### src/rtl/ifetch_unit.sv
// Instruction fetch front-end: credit-limited word requests, in-order response FIFO with PCs, redirect flush.
// Optional feature macro: FETCH_MISALIGN_CHECK_EN (sticky misaligned-redirect flag that halts issue).
module ifetch_unit #(
    parameter int               WIDTH    = 32,
    parameter int               DEPTH    = 4,
    parameter logic [WIDTH-1:0] RESET_PC = '0
) (
    input  logic             clk_i,
    input  logic             rst_n_i,
    input  logic             redirect_i,
    input  logic [WIDTH-1:0] redirect_pc_i,
    output logic             mem_req_o,
    output logic [WIDTH-1:0] mem_addr_o,
    input  logic             mem_gnt_i,
    input  logic             mem_rvalid_i,
    input  logic [31:0]      mem_rdata_i,
    output logic             instr_valid_o,
    output logic [31:0]      instr_o,
    output logic [WIDTH-1:0] instr_pc_o,
    input  logic             instr_ready_i,
    output logic             misalign_o
);

    localparam int AW = $clog2(DEPTH);
    localparam int CW = $clog2(DEPTH) + 1;

    typedef enum logic [1:0] {IDLE, RUN, FLUSH} state_t;

    state_t             state_reg, state_next;
    logic [WIDTH-1:0]   fetch_pc_reg, fetch_pc_next;
    logic [WIDTH-1:0]   resp_pc_reg, resp_pc_next;
    logic [CW-1:0]      outstanding_reg, outstanding_next;
    logic [CW-1:0]      discard_reg, discard_next;
    logic [CW-1:0]      count_reg, count_next;
    logic [AW-1:0]      rd_ptr_reg, rd_ptr_next;
    logic [AW-1:0]      wr_ptr_reg, wr_ptr_next;
    logic               req_reg, req_next;
    logic               valid_reg, valid_next;
    logic [31:0]        instr_reg, instr_next;
    logic [WIDTH-1:0]   instr_pc_reg, instr_pc_next;
    logic               misalign_reg, misalign_next;

    logic [31+WIDTH:0]  fifo_mem [DEPTH];
    logic [31+WIDTH:0]  push_data;
    logic [31+WIDTH:0]  head_data;

    logic               gnt_fire, rvalid_ok, drop, accept, pop, push;
    logic [CW:0]        inflight_after;
    logic [CW:0]        credit_sum;
    logic [WIDTH-1:0]   target;
    logic               target_misaligned;

`ifdef FETCH_MISALIGN_CHECK_EN
    assign target            = redirect_pc_i;
    assign target_misaligned = (redirect_pc_i[1:0] != 2'b00);
`else
    assign target            = redirect_pc_i & ~WIDTH'(3);
    assign target_misaligned = 1'b0;
`endif

    assign gnt_fire  = req_reg & mem_gnt_i;
    // A response nobody is waiting for is a protocol error and is ignored outright.
    assign rvalid_ok = mem_rvalid_i & ((outstanding_reg != '0) | (discard_reg != '0));
    assign drop      = rvalid_ok & (discard_reg != '0);
    assign accept    = rvalid_ok & (discard_reg == '0);
    assign pop       = valid_reg & instr_ready_i;
    assign push_data = {mem_rdata_i, resp_pc_reg};

    assign inflight_after = {1'b0, outstanding_reg} + {1'b0, discard_reg}
                          + (CW+1)'(gnt_fire) - (CW+1)'(rvalid_ok);

    always_comb begin
        state_next       = state_reg;
        fetch_pc_next    = fetch_pc_reg;
        resp_pc_next     = resp_pc_reg;
        outstanding_next = outstanding_reg;
        discard_next     = discard_reg;
        count_next       = count_reg;
        rd_ptr_next      = rd_ptr_reg;
        wr_ptr_next      = wr_ptr_reg;
        valid_next       = valid_reg;
        instr_next       = instr_reg;
        instr_pc_next    = instr_pc_reg;
        misalign_next    = misalign_reg;
        push             = 1'b0;
        head_data        = '0;

        if (redirect_i) begin
            // Everything still owed by memory, including this cycle's grant, becomes stale.
            state_next       = (inflight_after != '0) ? FLUSH : RUN;
            fetch_pc_next    = target;
            resp_pc_next     = target;
            discard_next     = CW'(inflight_after);
            outstanding_next = '0;
            count_next       = '0;
            rd_ptr_next      = '0;
            wr_ptr_next      = '0;
            valid_next       = 1'b0;
            misalign_next    = target_misaligned;
        end else begin
            if (gnt_fire)
                fetch_pc_next = fetch_pc_reg + WIDTH'(4);
            outstanding_next = outstanding_reg + CW'(gnt_fire) - CW'(accept);
            if (drop)
                discard_next = discard_reg - CW'(1);

            push = accept;
            if (push) begin
                resp_pc_next = resp_pc_reg + WIDTH'(4);
                wr_ptr_next  = wr_ptr_reg + AW'(1);
            end
            if (pop)
                rd_ptr_next = rd_ptr_reg + AW'(1);
            count_next = count_reg + CW'(push) - CW'(pop);

            // The head register reloads from the slot that will be at the front next cycle.
            if (count_next != '0) begin
                head_data     = (push && (rd_ptr_next == wr_ptr_reg)) ? push_data : fifo_mem[rd_ptr_next];
                valid_next    = 1'b1;
                instr_next    = head_data[31+WIDTH:WIDTH];
                instr_pc_next = head_data[WIDTH-1:0];
            end else begin
                valid_next    = 1'b0;
            end

            case (state_reg)
                IDLE:    state_next = RUN;
                RUN:     state_next = RUN;
                FLUSH:   state_next = (discard_next == '0) ? RUN : FLUSH;
                default: state_next = IDLE;
            endcase
        end

        credit_sum = {1'b0, count_next} + {1'b0, outstanding_next};
        req_next   = (state_next == RUN) && (credit_sum < (CW+1)'(DEPTH)) && !misalign_next;
    end

    always_ff @(posedge clk_i or negedge rst_n_i) begin
        if (!rst_n_i) begin
            state_reg       <= IDLE;
            fetch_pc_reg    <= RESET_PC;
            resp_pc_reg     <= RESET_PC;
            outstanding_reg <= '0;
            discard_reg     <= '0;
            count_reg       <= '0;
            rd_ptr_reg      <= '0;
            wr_ptr_reg      <= '0;
            req_reg         <= 1'b0;
            valid_reg       <= 1'b0;
            instr_reg       <= '0;
            instr_pc_reg    <= '0;
            misalign_reg    <= 1'b0;
        end else begin
            state_reg       <= state_next;
            fetch_pc_reg    <= fetch_pc_next;
            resp_pc_reg     <= resp_pc_next;
            outstanding_reg <= outstanding_next;
            discard_reg     <= discard_next;
            count_reg       <= count_next;
            rd_ptr_reg      <= rd_ptr_next;
            wr_ptr_reg      <= wr_ptr_next;
            req_reg         <= req_next;
            valid_reg       <= valid_next;
            instr_reg       <= instr_next;
            instr_pc_reg    <= instr_pc_next;
            misalign_reg    <= misalign_next;
        end
    end

    always_ff @(posedge clk_i) begin
        if (push && !redirect_i)
            fifo_mem[wr_ptr_reg] <= push_data;
    end

    assign mem_req_o     = req_reg;
    assign mem_addr_o    = fetch_pc_reg;
    assign instr_valid_o = valid_reg;
    assign instr_o       = instr_reg;
    assign instr_pc_o    = instr_pc_reg;
    assign misalign_o    = misalign_reg;

`ifndef SYNTHESIS
    rvalid_has_owner: assert property (@(posedge clk_i) disable iff (!rst_n_i)
        mem_rvalid_i |-> ((outstanding_reg != '0) || (discard_reg != '0)));
`endif

endmodule

### config.mk
export PLATFORM = sky130hd
export DESIGN_NAME = ifetch_unit
export DESIGN_NICKNAME = d
export VERILOG_FILES = /design/src/rtl/ifetch_unit.sv
export SDC_FILE = /design/constraint.sdc
export NUM_CORES = 1
export LEC_CHECK = 0
export ABC_AREA = 1
export BUFFER_PORTS_ARGS = -buffer_cell sky130_fd_sc_hd__buf_4
export CORE_ASPECT_RATIO = 0.9
export CORE_MARGIN = 2
export CORE_UTILIZATION = 35
export CTS_CLUSTER_DIAMETER = 60
export DETAILED_ROUTE_END_ITERATION = 7
export HOLD_SLACK_MARGIN = 0.15
export PLACE_DENSITY = 0.59
export SLEW_MARGIN = 0
export SYNTH_ARGS = -nofsm -noshare
export SYNTH_HDL_FRONTEND = slang
export SYNTH_SLANG_ARGS = --single-unit
### constraint.sdc
create_clock -name clk_i -period 4.8 [get_ports clk_i]
set_clock_uncertainty 0.1 [all_clocks]
set_input_delay 0.96 -clock clk_i [delete_from_list [all_inputs] [get_ports clk_i]]
set_output_delay 0.96 -clock clk_i [all_outputs]
set_load 0.05 [all_outputs]
==> out/metrics.cfg <==
[pwr]
pwr-share-clk_pct = 27.2
powerDensity_nw_per_um2 = 552
ir_drop_mv = 0.318
pwr-share-seq_pct = 36.9
p_int_mw = 7.11
switching_share_pct = 40.3
p_comb_share_pct = 36.0
switching_power_mw = 4.79
leakage_nw = 9.39

[placed_design]
gp_congestion = 0.932
dp_slack_ps = 763
io_buffers = 162
hpwl_um = 32500

[global_routing]
grt-ovfl-total = 0
grt_pass1_vias = 14200
grt_max_degree = 84
grt_pass1_wl_um = 81000
grt_usage_pct = 19.4
antenna_found_initial = 0

[synth]
netlist.area_leader.share_pct = 40.8
netlist_area_um2 = 18200
ys_seq_area_share_pct = 60.0
synth_seq_cells = 388
async_flop_share_pct = 36.1
ys_types = 34
synth-edff-count = 248
ys_dominant_reg_cell = edfxtp_1
yosysTopAreaCell = edfxtp_1
yosys_warnings = 0
synthCells = 2012
synth.area.top_cells = edfxtp_1 (41%), dfrtp_1 (19%), nand2_1 (14%), nand3_1 (12%), inv_1 (2.8%)
avgSynthCellArea_um2 = 9.07

[layout]
multi_input_area_um2 = 6370
largest_reg_flops = 248
drive_gt1_share_pct = 12.4
nets = 2241
regArea_um2 = 11000
antenna_cells = 0
post-route-util_pct = 41.8
top_register = fifo_mem
area_growth_pct = 18.2
fillerInstances = 5094

[sta]
fin_ws_ps = 1090
slew_violations = 0
timing.fmax_mhz = 270
setup_viol = 0
setup_tns_ps = 0
min_period_over_period_pct = 77.3
min_period_ps = 3710
relSlewSlack_pct = 35.6
tightest_slew_ps = 966
rsz0062_at_grt = no
hold_violations = 0

[floorplanning]
die_area_um2 = 54000
rows = 79
ios = 169
fp.dieW_um = 245
dieHeight_um = 221
design.core.area_um2 = 51600
start_util_pct = 35.4

[critical_path]
path_class = flop to flop
critPathLaunchType = flop
worst_path_max_delay_cell = fa_1
max_stage_delay_ps = 370
endpoint_kind = flop
critPathMaxFanout = 10
required_ps = 5210
crit_chain = inv_1, ha_1, ha_1, nand3_1, clkinv_1, nand2_1, nand2_1, ha_1, fa_1, xor2_1, nor2_1, ha_1, nor3_1, nand2_1, a31oi_1, nand2_1, nor2_1
cp_data_arrival_time_ps = 4110

[routing]
routed_wl_um = 51900
ant_nets = 0
routed_via_density = 5.04
drt_iter0_markers = 1103
via_count = 14500
drc = 0
drt-pass1-iter-count = 5
wl_per_cell_um = 18.1

[clocking]
cts_tree = yes
cts-hold-fix-buffers = 0
clk_pin_slew_ps = 60
numClockSinks = 388
clk_latency_ps = 580
clock-root-buffer = clkbuf_16
ctsResizeCount = 0
postCtsSetupBuffers = 0
cts_inserted_buffers = 44
cts.htree.levels = 2
clk_path_buf_depth = 3

[worst_hold_path]
hp-class = primary input to asynchronous set/reset pin

[job]
drv_cap = 0

[outcome]
status = finished, final reports clean

==> routing by layer <==
metal,up-vias,track usage [%],share of wire [%]
li1,6975,-,-
met1,6963,26.5,45
met4,0,5.14,1.8
met3,63,3.43,6.6
met5,-,0,0
met2,464,31.8,47
==> final cells by class <==
| cell class | instances | area share (%) |
|---|---|---|
| inverters | 139 | 2.42 |
| well taps | 688 | 3.99 |
| flip-flops and latches | 388 | 50.8 |
| multi-input cells | 1387 | 29.5 |
| repair buffers | 189 | 6.83 |
| clock inverters | 24 | 0.946 |
| clock buffers | 57 | 5.48 |
==> synth_stat cells, drive strengths merged, types with 6 or more instances <==
master and n:
nand3 451, inv 138, dfrtp 140, ha 18, buf 59, o211ai 13, xor2 15, edfxtp 248
nor2 117, a21oi 8, o21ai 30, clkbuf 42, nand2 701, nand3b 6
==> cells in the final DEF, fill, tap and decap left out, drive strengths merged <==
master    instances
a21oi             8
a31oi             2
buf             189
bufinv            2
clkbuf           57
clkinv           19
clkinvlp          2
conb              4
dfrtp           140
edfxtp          248
fa                4
ha               18
inv             140
nand2           701
nand3           451
nand3b            6
nand4             5
nor2            117
nor3              3
o211ai           13
o21a              1
o21ai            30
o21bai            2
o221ai            2
o311ai            1
o31ai             1
xnor2             3
xor2             15
==> power groups by stage <==
| stage | Clock [mW] | Sequential, mW | Combinational [mW] |
|---|---|---|---|
| final | 3.23 | 4.38 | 4.28 |
| after global routing | 3.45 | 4.44 | 4.73 |
| after CTS | 3.31 | 4.39 | 4.33 |
| after detailed placement | 0 | 4.44 | 4.32 |
| after global placement | 0 | 4.44 | 4.25 |
| after floorplan | 0 | 5.40 | 1.93 |
==> worst max-delay path: cells and delay by family (launching register included) <==
| kind | cells | cell delay, ps |
|---|---|---|
| AND/OR/NAND/NOR | 8 | 1140 |
| adder cells (fa/ha/maj) | 5 | 1210 |
| AO/OA/AOI/OAI | 1 | 230 |
| flip-flops | 1 | 360 |
| buffers and inverters | 2 | 430 |
| XOR/XNOR | 1 | 170 |
==> per-stage QoR <==
step / hold WS [ps] / total power [mW] / area (um^2) / std cells
2_1_floorplan: 396 / 7.33 / 18300 / 2015
3_3_place_gp: 365 / 8.69 / 20200 / 2791
3_5_place_dp: 372 / 8.76 / 20200 / 2791
4_1_cts: 387 / 12.0 / 21600 / 2872
5_1_grt: 400 / 12.6 / 21600 / 2872
6_report: 326 / 11.9 / 21600 / 2872
==> final timing paths <==
path | startpoint | slack [ps] | end | cells past startpoint
hold reg to reg | instr_o[1] | 380 | instr_o[1] | 2
min in group clk_i | instr_o[1] | 380 | instr_o[1] | 2
setup reg to reg | discard_reg[0] | 1090 | mem_req_o | 17
setup / recovery | discard_reg[0] | 1090 | mem_req_o | 17
hold / removal | rst_n_i | 330 | mem_addr_o[25] | 1
max in group asynchronous | rst_n_i | 3160 | instr_pc_o[20] | 2
==> logic make-up (layout without fill, tap and decap cells) <==
| group | after synthesis | in the layout | synth area share [%] |
|---|---|---|---|
| AO/OA/AOI/OAI | 60 | 60 | 1.95 |
| AND/OR/NAND/NOR | 1283 | 1283 | 30.0 |
| other | 1 | 4 | 0.0206 |
| flip-flops | 388 | 388 | 60.0 |
| adder cells (fa/ha/maj) | 22 | 22 | 1.67 |
| buffers and inverters | 240 | 409 | 5.46 |
| XOR/XNOR | 18 | 18 | 0.864 |
Power figures use the tool's default switching activity.
